<file path="src/rtl/responder_pkg.sv">
// Shared types and constants for the quiz responder.
// Latency: n/a (declarations only).
// Backpressure: n/a.
package responder_pkg;

    localparam int NUM_PLAYERS = 4;

    localparam logic [2:0] ST_IDLE   = 3'd0;
    localparam logic [2:0] ST_ARMED  = 3'd1;
    localparam logic [2:0] ST_OPEN   = 3'd2;
    localparam logic [2:0] ST_ANSWER = 3'd3;
    localparam logic [2:0] ST_JUDGE  = 3'd4;

    typedef logic [3:0] bcd_t;

    typedef struct packed {
        bcd_t tens;
        bcd_t units;
    } bcd_pair_t;

    localparam bcd_t SCORE_MAX = 4'd9;

    function automatic bcd_pair_t to_bcd(input int secs);
        bcd_pair_t r;
        r.tens  = bcd_t'(secs / 10);
        r.units = bcd_t'(secs % 10);
        return r;
    endfunction

    // Stops at 00 rather than wrapping to 99.
    function automatic bcd_pair_t bcd_dec(input bcd_pair_t t);
        bcd_pair_t r;
        r = t;
        if (t.units != 4'd0) begin
            r.units = t.units - 4'd1;
        end else if (t.tens != 4'd0) begin
            r.tens  = t.tens - 4'd1;
            r.units = 4'd9;
        end
        return r;
    endfunction

endpackage

</file>
<file path="src/rtl/quiz_round_ctrl_if.sv">
// Player/host inputs and display/buzzer outputs of the round controller.
// Latency: n/a (wiring only).
// Backpressure: none; all signals are levels or single-cycle pulses.
interface quiz_round_ctrl_if;
    logic [3:0]  Key_In;
    logic        Host_Start;
    logic        Host_Correct;
    logic        Host_Wrong;
    logic        Score_Clear;
    logic [3:0]  Player_Number;
    logic [3:0]  TimerH;
    logic [3:0]  TimerL;
    logic [3:0]  Lockout;
    logic [15:0] Score;
    logic        Buzzer_Answer;
    logic        Buzzer_TimeOver;
    logic [2:0]  State_Out;

    modport master (
        output Key_In, Host_Start, Host_Correct, Host_Wrong, Score_Clear,
        input  Player_Number, TimerH, TimerL, Lockout, Score,
               Buzzer_Answer, Buzzer_TimeOver, State_Out
    );

    modport slave (
        input  Key_In, Host_Start, Host_Correct, Host_Wrong, Score_Clear,
        output Player_Number, TimerH, TimerL, Lockout, Score,
               Buzzer_Answer, Buzzer_TimeOver, State_Out
    );
endinterface

</file>
<file path="src/rtl/rr_arbiter4.sv">
// Four-way round-robin pick: first unmasked requester at or after ptr.
// Latency: combinational.
// Backpressure: none; the caller owns and advances the pointer.
module rr_arbiter4
    import responder_pkg::*;
(
    input  logic [3:0] req,
    input  logic [3:0] mask,
    input  logic [1:0] ptr,
    output logic [3:0] grant,
    output logic       valid
);
    logic [3:0] eff;
    logic [1:0] idx;

    always_comb begin
        eff   = req & mask;
        grant = 4'b0000;
        valid = 1'b0;
        idx   = 2'd0;
        for (int i = 0; i < NUM_PLAYERS; i++) begin
            idx = ptr + 2'(i);
            if (!valid && eff[idx]) begin
                grant[idx] = 1'b1;
                valid      = 1'b1;
            end
        end
    end
endmodule

</file>
<file path="src/rtl/quiz_round_ctrl.sv">
// Round sequencer + buzz-in arbiter; option FALSE_START_LOCKOUT_EN locks early pressers.
// Latency: inputs edge-detected and acted on at the first clock they are seen high.
// Backpressure: none; buzzer outputs are single-cycle pulses.
module quiz_round_ctrl
    import responder_pkg::*;
#(
    parameter int TICK_DIV  = 50000000,
    parameter int ARM_SECS  = 3,
    parameter int OPEN_SECS = 10,
    parameter int ANS_SECS  = 20
) (
    input logic              CLK,
    input logic              RSTn,
    quiz_round_ctrl_if.slave bus
);
    localparam int        PW       = $clog2(TICK_DIV);
    localparam bcd_pair_t ARM_BCD  = to_bcd(ARM_SECS);
    localparam bcd_pair_t OPEN_BCD = to_bcd(OPEN_SECS);
    localparam bcd_pair_t ANS_BCD  = to_bcd(ANS_SECS);

    logic [2:0]    state;
    bcd_pair_t     timer;
    logic [PW-1:0] presc;
    logic [1:0]    ptr, win, gnt_idx;
    logic          verdict_ok;
    logic [3:0]    lockout, player_num, grant, cur_score, next_score;
    logic [15:0]   score;
    logic          buz_ans, buz_to;
    logic [3:0]    key_q, key_edge;
    logic          start_q, corr_q, wrong_q;
    logic          start_edge, corr_edge, wrong_edge;
    logic          counting, tick, expire, arb_vld, all_locked;

    assign key_edge   = bus.Key_In & ~key_q;
    assign start_edge = bus.Host_Start & ~start_q;
    assign corr_edge  = bus.Host_Correct & ~corr_q;
    assign wrong_edge = bus.Host_Wrong & ~wrong_q;

    assign counting = (state == ST_ARMED) || (state == ST_OPEN) || (state == ST_ANSWER);
    assign tick     = counting && (presc == PW'(TICK_DIV - 1));
    // Firing on the 01 -> 00 tick means a phase lasts exactly SECS * TICK_DIV cycles.
    assign expire   = tick && (timer.tens == 4'd0) && (timer.units == 4'd1);

    rr_arbiter4 u_arb (
        .req   (key_edge),
        .mask  (~lockout),
        .ptr   (ptr),
        .grant (grant),
        .valid (arb_vld)
    );

    always_comb begin
        gnt_idx = 2'd0;
        for (int i = 0; i < NUM_PLAYERS; i++) begin
            if (grant[i]) gnt_idx = 2'(i);
        end
    end

    assign cur_score  = score[{win, 2'b00} +: 4];
    assign next_score = (cur_score >= SCORE_MAX) ? SCORE_MAX : cur_score + 4'd1;
    assign all_locked = ((lockout | (4'b0001 << win)) == 4'b1111);

    always_ff @(posedge CLK or negedge RSTn) begin
        if (!RSTn) begin
            state      <= ST_IDLE;
            timer      <= '0;
            presc      <= '0;
            ptr        <= 2'd0;
            win        <= 2'd0;
            verdict_ok <= 1'b0;
            lockout    <= 4'b0000;
            player_num <= 4'd0;
            score      <= 16'h0000;
            buz_ans    <= 1'b0;
            buz_to     <= 1'b0;
            key_q      <= 4'b0000;
            start_q    <= 1'b0;
            corr_q     <= 1'b0;
            wrong_q    <= 1'b0;
        end else begin
            key_q   <= bus.Key_In;
            start_q <= bus.Host_Start;
            corr_q  <= bus.Host_Correct;
            wrong_q <= bus.Host_Wrong;
            buz_ans <= 1'b0;
            buz_to  <= 1'b0;

            if (counting) begin
                presc <= tick ? '0 : presc + 1'b1;
                if (tick) timer <= bcd_dec(timer);
            end

            // Abort outranks any grant or timeout landing in the same cycle.
            if (start_edge && counting) begin
                state      <= ST_IDLE;
                timer      <= '0;
                presc      <= '0;
                lockout    <= 4'b0000;
                player_num <= 4'd0;
            end else begin
                case (state)
                    ST_IDLE: begin
                        if (bus.Score_Clear) score <= 16'h0000;
                        if (start_edge) begin
                            state      <= ST_ARMED;
                            timer      <= ARM_BCD;
                            presc      <= '0;
                            lockout    <= 4'b0000;
                            player_num <= 4'd0;
                        end
                    end
                    ST_ARMED: begin
`ifdef FALSE_START_LOCKOUT_EN
                        lockout <= lockout | key_edge;
                        if (expire) begin
                            presc <= '0;
                            if ((lockout | key_edge) == 4'b1111) begin
                                state  <= ST_IDLE;
                                timer  <= '0;
                                buz_to <= 1'b1;
                            end else begin
                                state <= ST_OPEN;
                                timer <= OPEN_BCD;
                            end
                        end
`else
                        if (expire) begin
                            state <= ST_OPEN;
                            timer <= OPEN_BCD;
                            presc <= '0;
                        end
`endif
                    end
                    ST_OPEN: begin
                        if (arb_vld) begin
                            state      <= ST_ANSWER;
                            timer      <= ANS_BCD;
                            presc      <= '0;
                            win        <= gnt_idx;
                            player_num <= {2'b00, gnt_idx} + 4'd1;
                            ptr        <= gnt_idx + 2'd1;
                            buz_ans    <= 1'b1;
                        end else if (expire) begin
                            state  <= ST_IDLE;
                            timer  <= '0;
                            presc  <= '0;
                            buz_to <= 1'b1;
                        end
                    end
                    ST_ANSWER: begin
                        if (corr_edge) begin
                            state      <= ST_JUDGE;
                            verdict_ok <= 1'b1;
                        end else if (wrong_edge || expire) begin
                            state      <= ST_JUDGE;
                            verdict_ok <= 1'b0;
                            buz_to     <= expire;
                        end
                    end
                    ST_JUDGE: begin
                        presc <= '0;
                        if (verdict_ok) begin
                            score[{win, 2'b00} +: 4] <= next_score;
                            state <= ST_IDLE;
                            timer <= '0;
                        end else begin
                            lockout[win] <= 1'b1;
                            player_num   <= 4'd0;
                            if (all_locked) begin
                                state <= ST_IDLE;
                                timer <= '0;
                            end else begin
                                state <= ST_OPEN;
                                timer <= OPEN_BCD;
                            end
                        end
                    end
                    default: state <= ST_IDLE;
                endcase
            end
        end
    end

    assign bus.Player_Number   = player_num;
    assign bus.TimerH          = timer.tens;
    assign bus.TimerL          = timer.units;
    assign bus.Lockout         = lockout;
    assign bus.Score           = score;
    assign bus.Buzzer_Answer   = buz_ans;
    assign bus.Buzzer_TimeOver = buz_to;
    assign bus.State_Out       = state;
endmodule

</file>
<file path="src/flat_wrapper.sv">
// flat-port wrapper written by rule: the top's interface ports become plain ports
module quiz_round_ctrl_flat import responder_pkg::*;
#(
    parameter int TICK_DIV  = 50000000,
    parameter int ARM_SECS  = 3,
    parameter int OPEN_SECS = 10,
    parameter int ANS_SECS  = 20
)
  (CLK, RSTn, bus_Key_In, bus_Host_Start, bus_Host_Correct, bus_Host_Wrong, bus_Score_Clear, bus_Player_Number, bus_TimerH, bus_TimerL, bus_Lockout, bus_Score, bus_Buzzer_Answer, bus_Buzzer_TimeOver, bus_State_Out);
  quiz_round_ctrl_if bus_i ();
  input logic CLK;
  input logic RSTn;
  input wire logic [$bits(bus_i.Key_In)-1:0] bus_Key_In;
  input wire logic [$bits(bus_i.Host_Start)-1:0] bus_Host_Start;
  input wire logic [$bits(bus_i.Host_Correct)-1:0] bus_Host_Correct;
  input wire logic [$bits(bus_i.Host_Wrong)-1:0] bus_Host_Wrong;
  input wire logic [$bits(bus_i.Score_Clear)-1:0] bus_Score_Clear;
  output wire logic [$bits(bus_i.Player_Number)-1:0] bus_Player_Number;
  output wire logic [$bits(bus_i.TimerH)-1:0] bus_TimerH;
  output wire logic [$bits(bus_i.TimerL)-1:0] bus_TimerL;
  output wire logic [$bits(bus_i.Lockout)-1:0] bus_Lockout;
  output wire logic [$bits(bus_i.Score)-1:0] bus_Score;
  output wire logic [$bits(bus_i.Buzzer_Answer)-1:0] bus_Buzzer_Answer;
  output wire logic [$bits(bus_i.Buzzer_TimeOver)-1:0] bus_Buzzer_TimeOver;
  output wire logic [$bits(bus_i.State_Out)-1:0] bus_State_Out;
  assign bus_i.Key_In = bus_Key_In;
  assign bus_i.Host_Start = bus_Host_Start;
  assign bus_i.Host_Correct = bus_Host_Correct;
  assign bus_i.Host_Wrong = bus_Host_Wrong;
  assign bus_i.Score_Clear = bus_Score_Clear;
  assign bus_Player_Number = bus_i.Player_Number;
  assign bus_TimerH = bus_i.TimerH;
  assign bus_TimerL = bus_i.TimerL;
  assign bus_Lockout = bus_i.Lockout;
  assign bus_Score = bus_i.Score;
  assign bus_Buzzer_Answer = bus_i.Buzzer_Answer;
  assign bus_Buzzer_TimeOver = bus_i.Buzzer_TimeOver;
  assign bus_State_Out = bus_i.State_Out;
  quiz_round_ctrl #(.TICK_DIV(TICK_DIV), .ARM_SECS(ARM_SECS), .OPEN_SECS(OPEN_SECS), .ANS_SECS(ANS_SECS)) u_core (.CLK(CLK), .RSTn(RSTn), .bus(bus_i));
endmodule
</file>
<file path="config.mk">
export PLATFORM = sky130hd
export DESIGN_NAME = quiz_round_ctrl_flat
export DESIGN_NICKNAME = d
export VERILOG_FILES = /design/src/rtl/responder_pkg.sv /design/src/rtl/quiz_round_ctrl_if.sv /design/src/rtl/rr_arbiter4.sv /design/src/rtl/quiz_round_ctrl.sv /design/src/flat_wrapper.sv
export SDC_FILE = /design/constraint.sdc
export NUM_CORES = 1
export LEC_CHECK = 0
export ABC_AREA = 1
export CAP_MARGIN = 20
export CORE_MARGIN = 2
export CORE_UTILIZATION = 45
export DETAILED_ROUTE_END_ITERATION = 12
export GPL_TIMING_DRIVEN = 0
export PLACE_DENSITY = 0.65
export SLEW_MARGIN = 40
export SYNTH_ARGS = -nofsm -noshare
export SYNTH_HDL_FRONTEND = slang
export SYNTH_SLANG_ARGS = --single-unit
</file>
<file path="constraint.sdc">
create_clock -name CLK -period 5 [get_ports CLK]
set_input_delay 1 -clock CLK [delete_from_list [all_inputs] [get_ports CLK]]
set_output_delay 1 -clock CLK [all_outputs]
set_load 0.05 [all_outputs]
</file>
==> results of run 1 <==
kinds of logic after synthesis:
logic type | count (synthesis)
AO/OA/AOI/OAI | 69
multiplexers | 1
XOR/XNOR | 19
adder cells (fa/ha/maj) | 20
buffers and inverters | 103
other | 1
AND/OR/NAND/NOR | 335
flip-flops | 74
synth_stat cells (all sizes together), types with 2 or more instances:
cell type  count  area share
o31ai          2      0.0031
dfrtp         74        0.38
nand4         15       0.022
o32ai          2      0.0036
o21ai         36       0.038
a32oi          2      0.0036
nand3         57       0.067
ha            20       0.051
xor2          19       0.034
buf            7       0.014
a21oi         13       0.013
nand2        138        0.12
nand3b         2      0.0031
o22ai          5      0.0064
nor4           4      0.0082
inv           96       0.074
nor3          17       0.018
o21a           5      0.0077
nor2         102        0.13
final cells by class:
class,count,area [um^2],share of cell area
multi-input combinational,445,2600,0.4562
sequential,74,1852,0.3249
timing repair buffer,46,479.2,0.08408
inverter,96,362.8,0.06367
tap,140,175.2,0.03074
clock buffer,13,148.9,0.02613
buffer,7,66.31,0.01164
clock inverter,3,15.01,0.002634
final timing paths:
check                           depth (start not counted)                                     from                                      end  slack, ps
worst max-delay path                                    1      u_core.bus.State_Out[2]$_DFFE_PN0P_                         bus_State_Out[2]       2220
worst min-delay path                                    1                                     RSTn               u_core.presc[16]$_DFF_PN0_        470
min in group CLK                                        2  u_core.bus.Player_Number[1]$_DFFE_PN0P_  u_core.bus.Player_Number[1]$_DFFE_PN0P_        500
worst min register to register                          2  u_core.bus.Player_Number[1]$_DFFE_PN0P_  u_core.bus.Player_Number[1]$_DFFE_PN0P_        500
worst max register to register                         11                u_core.win[0]$_DFFE_PN0P_          u_core.bus.Score[4]$_DFFE_PN0P_       2420
max in group asynchronous                               2                                     RSTn         u_core.bus.Score[11]$_DFFE_PN0P_       4010
power by group through the flow:
| stage | clock network (uW) | registers (uW) | logic (uW) |
|---|---|---|---|
| after floorplan | 0 | 903 | 1030 |
| after global placement | 0 | 773 | 1480 |
| after detailed placement | 0 | 775 | 1510 |
| after CTS | 425 | 765 | 1520 |
| after global routing | 453 | 777 | 1680 |
| final | 412 | 764 | 1520 |
sequential cells by signal (all words and copies together) (netlist names), 2 cells and up:
signal / flops
u_core.bus.Score: 16
u_core.win: 2
u_core.bus.Lockout: 4
u_core.ptr: 2
u_core.key_q: 4
u_core.presc: 26
u_core.bus.State_Out: 3
u_core.bus.Player_Number: 3
u_core.bus.TimerH: 4
u_core.bus.TimerL: 4
through the flow:
step	util	hold WS (ps)
6_report	0.5327	466.9
3_5_place_dp	0.5174	486.4
4_1_cts	0.5327	457.3
3_3_place_gp	0.5147	467.4
5_1_grt	0.5327	450.6
2_1_floorplan	-	497.9
metal layers:
metal  global-route usage  part of all wire  up-vias
met1               0.2589              0.45     1964
met5                    0                 0        -
met3              0.05907             0.049       15
met2               0.3495              0.49      102
li1                     -                 -     2124
met4              0.05403             0.013        0
==> key figures, run 1 <==
Drt
  – Number of iterations in the first detailed-routing pass: 7
  – Number of vias in the routed layout: between 4k and 5k
  – Routed wirelength normalized by instance count: between 10 and 15 um
  – Post-DR vias/cell: 5.103
  – Post-route DRC: 0
  – Detailed-route wire length: 10.91 mm
  – Number of DRC markers in iteration 0: approximately 170
  – Remaining antenna violation count after routing: 0

Floorplanning
  – Placement row count: 38
  – Die Width: around 110 um
  – I/O pin count: 47
  – Die height: 108.1 um
  – Core area: ~11000 um^2
  – Die area: 11700 um^2
  – Starting utilization of the core area: 0.4563

Synthesis
  – Number of synthesized flops with an enable pin: 0
  – Mapped Nets: between 600 and 700
  – Synthesized area: just under 5000 um^2
  – Main combinational cell family by area after synthesis: simple AND/OR/NAND/NOR gates
  – Count of warnings emitted by yosys: 0
  – Register bit total from synthesis: 74
  – Synthesized-area fraction occupied by ao, oa, aoi and oai cells: 0.08382
  – Post-synthesis cell type count: 42
  – Area share of fa/ha/maj cells after synthesis: 0.05127
  – Proportion of register bits with asynchronous set or reset after synthesis: 1.000
  – Post-synthesis instance total: a little over 600
  – Mux cell area share after synthesis: 0.002051
  – Post-Synthesis Mean Instance Area: roughly 7.8 um^2
  – Simple-gate share of the synthesized area: 0.3607
  – Share of synthesized area occupied by flip-flops and latches: 0.3794
  – Xor and xnor area share after synthesis: 0.03409
  – Dominant synthesized flop cell: sky130_fd_sc_hd__dfrtp_1

Place
  – # placed instances: 808
  – Number of I/O port buffers: 45
  – GP Congestion: about 0.91
  – Pre-CTS setup slack: around 1900 ps
  – Hpwl dp: 8.394 mm
  – Post-Place Cell Area: ~5500 um^2

Critical path
  – Critical path buffers and inverters: 1
  – Type of destination of the critical path: output port
  – CP cell instances: clkdlybuf4s50_1
  – CP Data Arrival Time: between 1500 and 2000 ps
  – Top Family by Delay on Critical Path: buffers and inverters
  – Category of the worst setup path launch point: flop
  – Critical Path Slowest Stage Cell: sky130_fd_sc_hd__clkdlybuf4s50_1
  – Slowest Stage Delay on Critical Path: 880 ps
  – Required arrival time at the worst endpoint: roughly 4000 ps
  – Crit path kind: reg -> out
  – Largest driver fanout on the critical path: 6

GRT
  – Wire length of the first global-routing pass: between 15 and 20 mm
  – Pin count of the biggest net entering global routing: between 50 and 60
  – Initial antenna violation count: 0
  – Global router's overall resource usage: 0.2063
  – Global route overflow: 0
  – Number of global-route vias before repair: 4031

Clocking
  – Clock-pin slew on the worst setup and hold paths: roughly 70 ps
  – H-tree level count: 3
  – Longest Clk Path Bufs: 2
  – Number of CTS-inserted buffers: 9
  – Post_cts resized: 0
  – Insertion delay of the later-clocked pin in the worst-skew pair: ~370 ps
  – Post-CTS repair timing setup buffer count: 0
  – Root Buffer Master: sky130_fd_sc_hd__clkbuf_8
  – Post-CTS Hold Fix Bufs: 0
  – Num Clock Sinks: 74
  – Clock tree from TritonCTS: built

STA
  – Headroom to the max-slew limit: 0.6440
  – Max-slew violation total from the final report: 0
  – Pin slew with the least headroom to its limit: roughly 530 ps
  – Final critical-path share of the clock period: 0.5552
  – Final total negative setup slack: 0 ps
  – Number of endpoints failing setup at the final stage: 0
  – F_max: roughly 360 MHz
  – Final Hold Violating Endpoints: 0
  – Final critical-path required period: between 2000 and 3000 ps
  – RSZ-0062 raised after global routing: no
  – Final setup slack of the worst path: 2224 ps
  – Post-Route Skew: between 3 and 4 ps

Layout
  – Leading cell type in the layout, fill and taps excluded: sky130_fd_sc_hd__nand2_1
  – Cell Count, Final, Fillers Out: 824
  – Post-layout net count: 709
  – Fill count: 1036
  – Synthesis-to-layout area growth: 16.77%
  – Count of inserted antenna diode cells: 0
  – Fraction of layout instances using a drive strength above 1: 0.1184
  – Final design instance area without fill: roughly 5700 um^2
  – Top library cells by usage in the layout, fill and taps aside: sky130_fd_sc_hd__nand2_1 (128), sky130_fd_sc_hd__inv_1 (90), sky130_fd_sc_hd__dfrtp_1 (74), sky130_fd_sc_hd__nor2_1 (70), sky130_fd_sc_hd__nand3_1 (50)

Pwr
  – Int Power: roughly 1300 uW
  – Overall power: 2695 uW
  – Max IR drop VDD: roughly 0.31 mV
  – Switching Share: 0.5020
  – Gate power share: 0.563
  – Share of total power in the clock network: 0.153
  – Part of the total power dissipated in sequential elements: 0.284
  – Total power density per cell area: 472.8 nW/um^2
  – Lkg Pwr: ~0.0026 uW
  – Net Sw Power: around 1400 uW

Run
  – Max capacitance violation total: 0

Run status
  – Run status: complete, no violations

Worst hold path
  – HP Class: in -> async
(Power assumes the default switching activity.)
==> run 2, diff against run 1 <==
--- a/config.mk
+++ b/config.mk
@@ -11,7 +11,7 @@
 export CORE_UTILIZATION = 45
 export DETAILED_ROUTE_END_ITERATION = 12
 export GPL_TIMING_DRIVEN = 0
-export PLACE_DENSITY = 0.65
+export PLACE_DENSITY = 0.68
 export SLEW_MARGIN = 40
 export SYNTH_ARGS = -nofsm -noshare
 export SYNTH_HDL_FRONTEND = slang
==> constraint.sdc (replaced) <==
create_clock -name CLK -period 2.4 [get_ports CLK]
set_input_delay 0.48 -clock CLK [delete_from_list [all_inputs] [get_ports CLK]]
set_output_delay 0.48 -clock CLK [all_outputs]
set_load 0.05 [all_outputs]
==> key figures, run 2 (synthesis gave the netlist of run 1 again) <==
Floorplanning
  – I/O pin count: 47
  – Core area: approximately 11000 um^2
  – Die area: between 10000 and 15000 um^2
  – Die Width: ~110 um
  – Die height: 108.1 um
  – Starting utilization of the core area: 0.4563
  – Placement row count: 38

Run
  – Max capacitance violation total: 0

GRT
  – M3 GR Usage: 0.05967
  – Pin count of the biggest net entering global routing: 54
  – Layer carrying the most global-route usage: met2
  – Wire length of the first global-routing pass: approximately 19 mm
  – Met2 demand-to-capacity share in global routing: 0.3329
  – Initial antenna violation count: 0
  – GR met1 Demand/Resource: 0.2620
  – Global route overflow: 0
  – Number of global-route vias before repair: roughly 4.0k
  – Global router's overall resource usage: 0.2031

Drt
  – Detailed-route wire length: ~11 mm
  – Post-route DRC: 0
  – Number of DRC markers in iteration 0: around 210
  – Remaining antenna violation count after routing: 0
  – Post-DR vias/cell: 5.102
  – Routed wirelength normalized by instance count: between 10 and 15 um
  – Number of vias in the routed layout: ~4.3k
  – Number of iterations in the first detailed-routing pass: 4

Pwr
  – Max IR drop VDD: roughly 1.0 mV
  – Total power density per cell area: ~1000 nW/um^2
  – Lkg Pwr: around 0.0026 uW

Place
  – Post-Place Cell Area: about 5500 um^2
  – Pre-CTS setup slack: -282.9 ps
  – Number of I/O port buffers: 45
  – Hpwl dp: between 8 and 9 mm
  – GP Congestion: 0.8850

Layout
  – Top library cells by usage in the layout, fill and taps aside: sky130_fd_sc_hd__nand2_1 (128), sky130_fd_sc_hd__inv_1 (87), sky130_fd_sc_hd__dfrtp_1 (72), sky130_fd_sc_hd__nor2_1 (69), sky130_fd_sc_hd__nand3_1 (50)
  – Post-layout net count: between 700 and 800
  – Count of inserted antenna diode cells: 0
  – Top reg by flops: u_core.presc
  – Final design instance area without fill: 5886 um^2
  – Area occupied by multi-input gates: 2645 um^2
  – Synthesis-to-layout area growth: 20.58%
  – Max reg flops: 26
  – Fill count: roughly 1.0k
  – Leading cell type in the layout, fill and taps excluded: sky130_fd_sc_hd__nand2_1
  – Fraction of layout instances using a drive strength above 1: 0.1457
  – Sequential standard cell area: about 1900 um^2

Clocking
  – Insertion delay of the later-clocked pin in the worst-skew pair: approximately 360 ps
  – Clock tree from TritonCTS: built
  – Clock-pin slew on the worst setup and hold paths: roughly 70 ps
  – Num Clock Sinks: 74
  – H-tree level count: 3
  – Number of CTS-inserted buffers: 9
  – Root Buffer Master: sky130_fd_sc_hd__clkbuf_8
  – Longest Clk Path Bufs: 2

Critical path
  – Critical Path Slowest Stage Cell: sky130_fd_sc_hd__clkdlybuf4s50_1
  – Largest driver fanout on the critical path: 6
  – Slowest Stage Delay on Critical Path: about 900 ps
  – Type of destination of the critical path: output port
  – CP cell instances: clkdlybuf4s50_1
  – Top Family by Delay on Critical Path: buffers and inverters
  – CP Data Arrival Time: about 1800 ps
  – Critical path buffers and inverters: 1
  – Required arrival time at the worst endpoint: 1920 ps
  – Crit path kind: reg -> out
  – Category of the worst setup path launch point: flop

STA
  – Final critical-path share of the clock period: 0.9453
  – Hold slack: 492.9 ps
  – Final setup slack of the worst path: about 130 ps
  – Number of endpoints failing setup at the final stage: 0
  – Final critical-path required period: around 2300 ps
  – Final Hold Violating Endpoints: 0
  – Max-slew violation total from the final report: 0
  – Pin slew with the least headroom to its limit: about 530 ps
  – Post-Route Skew: 10.42 ps
  – Headroom to the max-slew limit: 0.6430
  – F_max: roughly 440 MHz

Worst hold path
  – HP Class: reg -> reg

Run status
  – Run status: complete, no violations
-- run 2: per-layer routing --
| metal | share of wire | wire length, um |
|---|---|---|
| met5 | 0 | 0 |
| met4 | 0.018 | 202 |
| met3 | 0.047 | 520 |
| met2 | 0.48 | 5317 |
| met1 | 0.46 | 5119 |
-- run 2: report_power, final --
group / internal, uW / switching (uW) / total, uW
Combinational: 1120 / 2250 / 3370
Clock: 610 / 471 / 1080
Sequential: 1400 / 177 / 1580
-- run 2: worst paths after layout --
check | startpoint | cells after the start | to | slack, ps
max | u_core.bus.State_Out[2]$_DFFE_PN0P_ | 1 | bus_State_Out[2] | 130
min | u_core.bus.Player_Number[0]$_DFFE_PN0P_ | 2 | u_core.bus.Player_Number[0]$_DFFE_PN0P_ | 490
max reg2reg | u_core.win[0]$_DFFE_PN0P_ | 11 | u_core.bus.Score[4]$_DFFE_PN0P_ | 160
min reg2reg | u_core.bus.Player_Number[0]$_DFFE_PN0P_ | 2 | u_core.bus.Player_Number[0]$_DFFE_PN0P_ | 490
max in group asynchronous | RSTn | 3 | u_core.ptr[0]$_DFFE_PN0P_ | 1330
min in group asynchronous | RSTn | 2 | u_core.bus.TimerL[0]$_DFF_PN0_ | 530
-- run 2: cell type report --
type | count | share of cell area
tap | 140 | 0.02976
timing repair buffer | 55 | 0.09332
clock inverter | 5 | 0.01318
multi-input combinational | 445 | 0.4494
sequential | 74 | 0.3151
clock buffer | 11 | 0.02402
inverter | 96 | 0.06314
buffer | 7 | 0.01212
-- run 2: through the flow --
step | utilization | power, uW | TNS (ps) | std cells
finish | 0.5502 | 6034 | 0 | 833
CTS | 0.5413 | 5904 | 0 | 825
global route | 0.5502 | 6487 | -43.97 | 833
floorplan | - | 4020 | 0 | 622
detailed placement | 0.5174 | 4764 | -5454 | 808
global placement | 0.5147 | 4707 | -131830 | 807
-- run 2: what timing repair did --
action                                  4_1_cts  5_1_grt
hold buffers                                  1        0
endpoints found under the setup margin       33       41
resized for setup                             6       10
endpoints found under the hold margin        21        0
setup buffers                                 0        8
pin swaps                                     0        4
==> run 3, diff against run 2 <==
--- a/config.mk
+++ b/config.mk
@@ -7,11 +7,12 @@
 export LEC_CHECK = 0
 export ABC_AREA = 1
 export CAP_MARGIN = 20
+export CORE_ASPECT_RATIO = 1.75
 export CORE_MARGIN = 2
-export CORE_UTILIZATION = 45
+export CORE_UTILIZATION = 25
+export CTS_CLUSTER_DIAMETER = 150
 export DETAILED_ROUTE_END_ITERATION = 12
 export GPL_TIMING_DRIVEN = 0
-export PLACE_DENSITY = 0.68
 export SLEW_MARGIN = 40
 export SYNTH_ARGS = -nofsm -noshare
 export SYNTH_HDL_FRONTEND = slang
==> key figures, run 3 (synthesis gave the netlist of run 1 again) <==
STA
  – RSZ-0062 raised after global routing: yes
  – Post-Route Skew: around 12 ps
  – Final Hold Violating Endpoints: 2
  – Max-slew violation total from the final report: 0
  – F_max: between 400 and 500 MHz
  – Headroom to the max-slew limit: 0.6379
  – Final critical-path share of the clock period: 0.9477
  – Number of endpoints failing setup at the final stage: 0
  – Final setup slack of the worst path: 125.6 ps
  – Final critical-path required period: 2274 ps
  – Pin slew with the least headroom to its limit: between 500 and 600 ps
  – Hold slack: -1.152 ps
  – Final total negative setup slack: 0 ps

GRT
  – Pin count of the biggest net entering global routing: slightly below 50
  – Global router's overall resource usage: 0.1296
  – Number of global-route vias before repair: 4279
  – Wire length of the first global-routing pass: about 21 mm
  – Global route overflow: 0
  – Initial antenna violation count: 0

Layout
  – Area occupied by multi-input gates: about 2700 um^2
  – Top reg by flops: u_core.presc
  – Top library cells by usage in the layout, fill and taps aside: sky130_fd_sc_hd__nand2_1 (127), sky130_fd_sc_hd__inv_1 (86), sky130_fd_sc_hd__dfrtp_1 (72), sky130_fd_sc_hd__nor2_1 (66), sky130_fd_sc_hd__nand3_1 (50)
  – Max reg flops: 26
  – Fraction of layout instances using a drive strength above 1: 0.1587
  – Final design instance area without fill: approximately 6000 um^2
  – Sequential standard cell area: between 1500 and 2000 um^2
  – Count of inserted antenna diode cells: 0
  – Fill count: 2053
  – Leading cell type in the layout, fill and taps excluded: sky130_fd_sc_hd__nand2_1
  – Share of the core filled with cells: 0.3199
  – Post-layout net count: about 700
  – Synthesis-to-layout area growth: 25.28%

Critical path
  – Largest driver fanout on the critical path: 6
  – Critical Path Slowest Stage Cell: sky130_fd_sc_hd__clkdlybuf4s50_1
  – Crit path kind: reg -> out
  – CP cell instances: clkdlybuf4s50_1
  – Required arrival time at the worst endpoint: between 1500 and 2000 ps
  – Critical path buffers and inverters: 1
  – Type of destination of the critical path: output port
  – Slowest Stage Delay on Critical Path: a little under 900 ps
  – Category of the worst setup path launch point: flop
  – Top Family by Delay on Critical Path: buffers and inverters
  – CP Data Arrival Time: about 1800 ps

Drt
  – Number of vias in the routed layout: 4286
  – Number of DRC markers in iteration 0: 196
  – Remaining antenna violation count after routing: 0
  – Routed wirelength normalized by instance count: between 10 and 15 um
  – Post-DR vias/cell: around 4.6
  – Detailed-route wire length: approximately 13 mm
  – Post-route DRC: 0
  – Number of iterations in the first detailed-routing pass: 5

Pwr
  – Net Sw Power: 3083 uW
  – Switching Share: 0.4770
  – Total power density per cell area: between 1000 and 1500 nW/um^2
  – Gate power share: 0.539
  – Share of total power in the clock network: 0.212
  – Max IR drop VDD: 0.5219 mV
  – Part of the total power dissipated in sequential elements: 0.250
  – Int Power: around 3400 uW
  – Lkg Pwr: 0.002653 uW

Clocking
  – Longest Clk Path Bufs: 2
  – Clock-pin slew on the worst setup and hold paths: about 60 ps
  – Clock tree from TritonCTS: built
  – Insertion delay of the later-clocked pin in the worst-skew pair: ~340 ps
  – H-tree level count: 3
  – Number of CTS-inserted buffers: 9
  – Root Buffer Master: sky130_fd_sc_hd__clkbuf_16
  – Num Clock Sinks: 74
  – Post-CTS Hold Fix Bufs: 0

Floorplanning
  – Die Width: ~110 um
  – Placement row count: 67
  – Starting utilization of the core area: 0.2554
  – Core area: about 19000 um^2
  – I/O pin count: 47
  – Die area: approximately 21000 um^2
  – Die height: roughly 190 um

Run status
  – Run status: finished, violations left
  – Violations in the final reports: negative hold slack

Run
  – Max capacitance violation total: 0

Place
  – Pre-CTS setup slack: -289.9 ps
  – Number of I/O port buffers: 45
  – Post-Place Cell Area: between 5000 and 6000 um^2
  – Hpwl dp: around 10 mm
  – GP Congestion: 0.8849

Worst hold path
  – HP Class: in -> async
==> run 3: cell types whose count changed in the layout (fill, tap and decap cells not counted), sizes merged <==
| cell | previous run | this run |
|---|---|---|
| buf | 17 | 16 |
| bufinv | 2 | 1 |
| clkinv | 2 | 4 |
| clkbuf | 11 | 12 |
| dlygate4sd3 | 1 | 0 |
==> run 3: timing repair <==
| action | in CTS | in global routing |
|---|---|---|
| buffers inserted | 0 | 9 |
| gates resized for setup | 6 | 20 |
| pin swaps | 0 | 6 |
| endpoints found under the setup margin | 30 | 43 |
==> run 3: area by class of cell <==
cell class | instances | share of cell area
Clock buffer | 10 | 0.03745
Inverter | 96 | 0.06057
Buffer | 7 | 0.01187
Clock inverter | 6 | 0.01105
Multi-Input combinational cell | 445 | 0.4371
Tap cell | 241 | 0.04931
Timing Repair Buffer | 55 | 0.08942
Sequential cell | 74 | 0.3033
==> run 3: power by group through the flow <==
stage	combinational [uW]	clock (uW)	sequential [uW]
final	3480	1370	1610
after global routing	3820	1450	1630
after CTS	3240	1400	1610
after detailed placement	3200	0	1630
after global placement	3160	0	1630
after floorplan	2140	0	1880
==> run 3: worst paths after layout <==
path                                                           endpoint                               startpoint  slack (ps)  cells after the start
worst max-delay path                                   bus_State_Out[2]      u_core.bus.State_Out[2]$_DFFE_PN0P_         130                      1
worst min-delay path                         u_core.presc[15]$_DFF_PN0_                                     RSTn          -1                      1
worst max register to register          u_core.bus.Score[4]$_DFFE_PN0P_                u_core.win[0]$_DFFE_PN0P_         130                     11
worst min register to register  u_core.bus.Player_Number[2]$_DFFE_PN0P_  u_core.bus.Player_Number[2]$_DFFE_PN0P_         500                      2
max in group asynchronous                     u_core.ptr[0]$_DFFE_PN0P_                                     RSTn        1850                      2
min in group CLK                u_core.bus.Player_Number[2]$_DFFE_PN0P_  u_core.bus.Player_Number[2]$_DFFE_PN0P_         500                      2
==> run 3: layer usage <==
| layer | share of wire | GRT usage |
|---|---|---|
| met1 | 0.35 | 0.1213 |
| met2 | 0.59 | 0.2581 |
| met3 | 0.026 | 0.01937 |
| met4 | 0.034 | 0.06475 |
| met5 | 0 | 0 |
==> run 3: per-stage QoR <==
step / total power, uW / cells / hold slack, ps
6_report: 6463 / 934 / -1.152
5_1_grt: 6903 / 934 / 16.10
4_1_cts: 6251 / 925 / 3.487
3_5_place_dp: 4833 / 909 / 374.5
3_3_place_gp: 4790 / 908 / 488.0
2_1_floorplan: 4020 / 622 / 184.4
